`src/rtl/palette_regfile.sv`:
```
// Double-buffered colour palette: the host fills a shadow bank at any time,
// and the whole shadow bank is copied into the active bank on a frame
// boundary once a commit has been armed. Pixel lookups read the active bank
// through a two-stage pipeline.
module palette_regfile #(
    parameter int unsigned       DATA_W      = 24,
    parameter int unsigned       NUM_ENTRIES = 4,
    parameter int unsigned       IDX_W       = 2,
    parameter logic [DATA_W-1:0] RESET_COLOR = '0
) (
    input  logic              iclk,
    input  logic              irst_n,
    input  logic              iwe,
    input  logic [IDX_W-1:0]  iwaddr,
    input  logic [DATA_W-1:0] iwdata,
    input  logic              icommit,
    input  logic              ivsync,
    input  logic              ivalid,
    input  logic [IDX_W-1:0]  iridx,
    output logic [DATA_W-1:0] ocolor,
    output logic              ovalid,
    output logic              opending,
    output logic              ocommitted
);

    logic [DATA_W-1:0] shadow [NUM_ENTRIES];
    logic [DATA_W-1:0] active [NUM_ENTRIES];

    logic              vs_d;
    logic              boundary;
    logic              do_copy;

    logic              s1_valid;
    logic [IDX_W-1:0]  s1_idx;
    logic [DATA_W-1:0] rd_color;

    // Frame-boundary detect, copy decision and active-bank read mux.
    // Indices without a backing entry fall through to the zero default.
    always_comb begin
        boundary = ivsync & ~vs_d;
        do_copy  = boundary & opending;
        rd_color = '0;
        for (int unsigned i = 0; i < NUM_ENTRIES; i++) begin
            if (s1_idx == IDX_W'(i)) begin
                rd_color = active[i];
            end
        end
    end

    // Remember the previous vsync level for edge detection.
    always_ff @(posedge iclk or negedge irst_n) begin
        if (!irst_n) begin
            vs_d <= 1'b0;
        end else begin
            vs_d <= ivsync;
        end
    end

    // Host writes into the shadow bank; out-of-range addresses match no entry.
    always_ff @(posedge iclk or negedge irst_n) begin
        if (!irst_n) begin
            for (int unsigned i = 0; i < NUM_ENTRIES; i++) begin
                shadow[i] <= RESET_COLOR;
            end
        end else if (iwe) begin
            for (int unsigned i = 0; i < NUM_ENTRIES; i++) begin
                if (iwaddr == IDX_W'(i)) begin
                    shadow[i] <= iwdata;
                end
            end
        end
    end

    // Whole-bank copy at an armed boundary; non-blocking read of shadow
    // means a same-edge host write is not seen by this copy.
    always_ff @(posedge iclk or negedge irst_n) begin
        if (!irst_n) begin
            for (int unsigned i = 0; i < NUM_ENTRIES; i++) begin
                active[i] <= RESET_COLOR;
            end
        end else if (do_copy) begin
            for (int unsigned i = 0; i < NUM_ENTRIES; i++) begin
                active[i] <= shadow[i];
            end
        end
    end

    // Commit arming and the one-cycle "committed" pulse. A commit that
    // arrives on the same edge as an unarmed boundary only arms.
    always_ff @(posedge iclk or negedge irst_n) begin
        if (!irst_n) begin
            opending   <= 1'b0;
            ocommitted <= 1'b0;
        end else begin
            ocommitted <= do_copy;
            if (do_copy) begin
                opending <= 1'b0;
            end else if (icommit) begin
                opending <= 1'b1;
            end
        end
    end

    // Lookup stage 1: capture request.
    always_ff @(posedge iclk or negedge irst_n) begin
        if (!irst_n) begin
            s1_valid <= 1'b0;
            s1_idx   <= '0;
        end else begin
            s1_valid <= ivalid;
            s1_idx   <= iridx;
        end
    end

    // Lookup stage 2: read active bank as it stood before this edge;
    // colour holds when no request is in flight.
    always_ff @(posedge iclk or negedge irst_n) begin
        if (!irst_n) begin
            ovalid <= 1'b0;
            ocolor <= '0;
        end else begin
            ovalid <= s1_valid;
            if (s1_valid) begin
                ocolor <= rd_color;
            end
        end
    end

endmodule

```
`config.mk`:
```
export PLATFORM = sky130hd
export DESIGN_NAME = palette_regfile
export DESIGN_NICKNAME = d
export VERILOG_FILES = /design/src/rtl/palette_regfile.sv
export SDC_FILE = /design/constraint.sdc
export NUM_CORES = 1
export LEC_CHECK = 0
export ABC_CLOCK_PERIOD_IN_PS = 1900
export BUFFER_PORTS_ARGS = -buffer_cell sky130_fd_sc_hd__buf_2
export CAP_MARGIN = 20
export CELL_PAD_IN_SITES_DETAIL_PLACEMENT = 0
export CELL_PAD_IN_SITES_GLOBAL_PLACEMENT = 1
export CORE_UTILIZATION = 53
export CTS_BUF_LIST = sky130_fd_sc_hd__clkbuf_8
export DETAILED_ROUTE_END_ITERATION = 8
export PLACE_DENSITY_LB_ADDON = 0.1
export SLEW_MARGIN = 20
export SYNTH_ARGS = -nofsm -noshare
export SYNTH_HDL_FRONTEND = slang
export SYNTH_SLANG_ARGS = --single-unit
```
`constraint.sdc`:
```
create_clock -name iclk -period 1.9 [get_ports iclk]
set_clock_uncertainty 0.05 [all_clocks]
set_input_delay 0 -clock iclk [delete_from_list [all_inputs] [get_ports iclk]]
set_output_delay 0 -clock iclk [all_outputs]
set_load 0.05 [all_outputs]
```
# Word level (Yosys, flattened, before mapping)
# Index checks and enable logic that the tools add are counted.
dict set report op_classes {
  n_eq_ne 6
  mux 6
  bitwise_logic 3
  n_reduce_logical 7
}
# op count
set op_table {}
lappend op_table {{24-bit 2-to-1 mux} 4}
lappend op_table {{2-bit == test (second input constant)} 4}
lappend op_table {{2-bit AND reduction} 4}
lappend op_table {{2-bit by 1-bit == test with 1-bit output (second input constant)} 2}
lappend op_table {{2-bit logical NOT} 2}
lappend op_table {{1-bit bitwise AND} 2}
lappend op_table {{1-bit 2-to-1 mux} 2}
lappend op_table {{2-bit nonzero test} 1}
lappend op_table {{1-bit NOT} 1}
dict set report totals {
  reg_bits 223
  inputBits 34
  out_inout_bits 27
  word_cells 37
}

# Longest topological paths before layout
dict set report depth {
  word_depth 5
  ltp_mapped 5
  mapped_depth_nobuf 2
}

# Least setup slack after synthesis
# No wires, ideal clock.
dict set report synth_path {
  path_kind {register to register}
  startpoint {register opending}
  endpoint {register active[77] (netlist bit)}
  arrival_time_ns 1.466
  slack_ns 0.259
  path_stages_with_launch 6
  cell_sequence {dfrtp_1 > nand3b_1 > buf_2 > buf_6 > buf_6 > mux2_2}
}
dict set report synth_between {
  elab_chain_len 1
}
# element line
set synth_lines {}
lappend synth_lines {{start: declaration} 22} ;# output logic opending,
lappend synth_lines {{start signal: assignment} 92} ;# opending <= 1'b0;
lappend synth_lines {{start signal: assignment} 97} ;# opending <= 1'b0;
lappend synth_lines {{start signal: assignment} 99} ;# opending <= 1'b1;
lappend synth_lines {{1-bit bitwise AND} 41} ;# do_copy = boundary & opending;
lappend synth_lines {{end signal: indexed assignment} 83} ;# active[i] <= shadow[i];
lappend synth_lines {{end: declaration} 27} ;# logic [DATA_W-1:0] active [NUM_ENTRIES];
# Every way passes these cells.
# A chain may end at the register's enable or synchronous reset.

# Worst setup path in the final report
dict set report layout_path {
  startpoint {register opending}
  endpoint {register active[42] (netlist bit)}
}
# The elaborated chain is that of the path after synthesis.

==> run summary <==
The run finished with clean final reports. The final layout net count came out at approximately 710. The via total after detailed routing is around 5000. The worst setup path is of the flop to flop kind.

The floorplan has 46 rows. The beginning of the worst register-to-register path is opending. The number of max-slew violations in the final report came to 0. The complex-gate fraction of the synthesized area came out at under 10%. TritonCTS built the clock tree. The final cycle utilization of the critical path is just over 80%. The highest ir drop seen on vdd came out at about 0.62 mV. The number of port buffers came out at 60. The area of the mapped netlist came out at about 0.0089 mm^2. Setup violations remaining at the end of the flow were counted as 0. The overall routing resource usage came out at 21.4%.

The tree is rooted in a clkbuf_8. The number of hold buffers added after CTS came out at 31. In this run the critical register-to-register path is captured at active[42]. For the worst-skew pair, the clock arrives at the later sink with an insertion delay of slightly above 500 ps. The H-tree was split into 2 levels. The signal on the critical path passes through nand3b_1 -> buf_12 -> buf_12 -> mux2_2. The share of the synthesized area in the top cell type is 63.0%. The library cell used most frequently in the layout, excluding fill and tap cells, is dfrtp_1.

Based on the critical path, the design can be clocked at up to between 0.6 and 0.7 GHz. The worst hold path passes through 2 cells. The final-layout fill cell count is ~1200.

The worst hold path terminates at s1_valid. The critical path's most frequent cell is buf_12. Setup repair after global routing left no endpoint under its margin. The reg2reg setup slack is 360 ps. The post-detailed-route DRC marker count came out at 0.

STA classifies the critical path startpoint as a flop. The endpoint arrival time on the critical path came out at approximately 1900 ps. The maximum fanout encountered on the critical timing path is 32.

The depth of the most critical reg-to-reg path came out at 4. The area of the die came out at 0.0172 mm^2. The routed wire length is approximately 17 mm.

The effective utilization at floorplan came out at 55.0%. After Yosys synthesis, full adders, half adders and majority gates account for 0% of the synthesized area. Summing the sequential cell areas from Yosys gives a little over three fifths of the chip area. After Yosys synthesis, XOR and XNOR cells account for 0% of the synthesized area. Sorting the synthesized cells by area gives the leading types as dfrtp_1, mux2_2, mux2i_1, o221ai_1, nand2b_1. After synthesis, the netlist uses 17 different library cells. The number of buffers added by the clock tree synthesis step came out at 37. The count of instances resized after the clock tree is built came out at 0. The type of the most critical hold path is primary input to flop. The total overflow reported by the global router came out at 0.

The critical path required time is 2230 ps. The wire length of the first global-routing pass is ~29 mm. Once detail routing completed, the nets flagged for antenna violations numbered 0. The flip-flop and latch count after synthesis is ~220. Max-cap violations in this run came to 0. The vertical extent of the die is ~130 um.

After detailed routing, the average wire length per cell comes to ~19 um. The die is about 130 um wide. The worst path needs about 1500 ps of the cycle, external delays included.

The beginning of the worst hold path is ivalid. The tightest slew margin relative to the limit is roughly 67%. The number of antenna violations at the first check in global routing came out at 0. The number of hold violations in the final report is 0. The main combinational cell family by area after synthesis is multiplexers. The clock slew at the register clock pins of the worst setup and hold paths is 60 ps.

In this run the standard cell core region covers between 0.015 and 0.02 mm^2. The via count of the first global-routing pass is about 5500. Counting every net in the synthesized netlist gives a little under 600.

The via density per instance came out at 5.43. The master of the slowest instance on the critical path is dfrtp_1. The leakage power summed over all cells came out at between 4 and 5 nW. The worst hold slack after final layout is roughly 83 ps. The sum of negative setup slack is 0 ps. The number of DRC violations after detailed-routing iteration 0 came out at ~170. Counting every instance in the synthesized netlist gives approximately 550. The multiplexer share of the synthesized area came out at between 20% and 30%. The measured slew at the worst slew-check pin is approximately 500 ps.

For this design the ratio of total power to cell area is between 1000 and 1500 mW/mm^2. The final weighted congestion in routability-driven placement came out at between 0.6 and 0.7. The number of warnings reported in the yosys synthesis log is 0. The synthesized design spends more area on one cell type than any other, namely dfrtp_1. The basic-gate share of the synthesized area counting and, or, nand and nor cells is under 10%.

The number of iterations in the first detailed-routing pass is 4. The final antenna diode count came out at 0. The sort of element at the end of the critical path is a flop. The buffer depth of the longest clock path is 3. The number of placed I/O pins came out at 61. The maximum number of pins on one net before global-route repair came out at 75. The count of clock tree sinks is around 220. The average footprint of a synthesized cell came out at between 15 and 20 um^2. Once the clock tree was built, the setup fixing pass inserted 0 buffers. The peak per-stage delay on the critical path is between 300 and 400 ps. In the layout the commonest cells are dfrtp_1, mux2_2, buf_2, mux2i_1, clkbuf_8.

The detailed-placement wirelength estimate is between 10 and 15 mm. The proportion of layout cells with a drive suffix above 1 is 47.0%. The post-synthesis to final-layout area growth is 18.2%.
sequential cells by signal (all words and copies together) (netlist names):
name        flops
opending        1
s1_idx          2
ovalid          1
vs_d            1
shadow         96
active         96
ocommitted      1
ocolor         24
s1_valid        1
worst max path at each step:
stage,end,startpoint,slack [ps]
after floorplan,active[77],opending,260
after global placement,active[26],opending,390
after detailed placement,active[50],opending,340
after CTS,active[50],opending,320
after global routing,active[50],opending,280
final,active[42],opending,360
critical path: cells and delay by family (launching register included):
family                 cells  cell delay [ps]
buffers and inverters      2              470
DFF                        1              390
muxes                      1              350
and+or+nand+nor            1              140
report_power, final:
| group | switching, mW | total [mW] | internal (mW) |
|---|---|---|---|
| Sequential | 0.656 | 6.68 | 6.03 |
| Clock | 1.73 | 3.80 | 2.07 |
| Combinational | 1.37 | 2.71 | 1.34 |
synthesized netlist by cell type (all sizes together):
master  number
nand3b       3
mux2i       48
o221ai      24
buf         24
clkbuf       8
nand2        1
dfrtp      223
inv          1
o21a         1
mux2       192
nand2b      25
nor3b        1
nand3        1
per-stage QoR:
stage | setup slack (ps) | std cells | utilization (%) | cell area (um^2) | power [mW]
global placement | 393 | 818 | 59.0 | 9510 | 9.28
detailed placement | 338 | 818 | 59.0 | 9510 | 9.47
finish | 357 | 906 | 65.0 | 10500 | 13.2
CTS | 321 | 906 | 65.0 | 10500 | 13.4
floorplan | 259 | 552 | - | 8860 | 8.62
global route | 283 | 906 | 65.0 | 10500 | 13.9
kinds of logic after synthesis:
group	Yosys count
AOI/OAI and AO/OA	25
buffers and inverters	33
DFF	223
muxes	240
and+or+nand+nor	31
area by class of cell:
| class | count | area (um^2) | area share (%) |
|---|---|---|---|
| Multi-Input combinational cell | 296 | 3080 | 29.4 |
| Clock buffer | 44 | 606 | 5.78 |
| Sequential cell | 223 | 5580 | 53.3 |
| Inverter | 1 | 3.75 | 0.0358 |
| Timing Repair Buffer | 113 | 886 | 8.45 |
| Clock inverter | 13 | 52.6 | 0.501 |
| Tap cell | 216 | 270 | 2.58 |
layer usage:
| layer | routed length [um] | up-vias | share of wire, % | global-route usage, % |
|---|---|---|---|---|
| met4 | 397 | 0 | 2.3 | 8.07 |
| met2 | 8150 | 95 | 47 | 34.2 |
| met5 | 0 | - | 0 | 0 |
| met1 | 8060 | 2562 | 47 | 29.6 |
| met3 | 634 | 31 | 3.7 | 3.67 |
| li1 | - | 2233 | - | - |
Power figures use the tool's default switching activity.
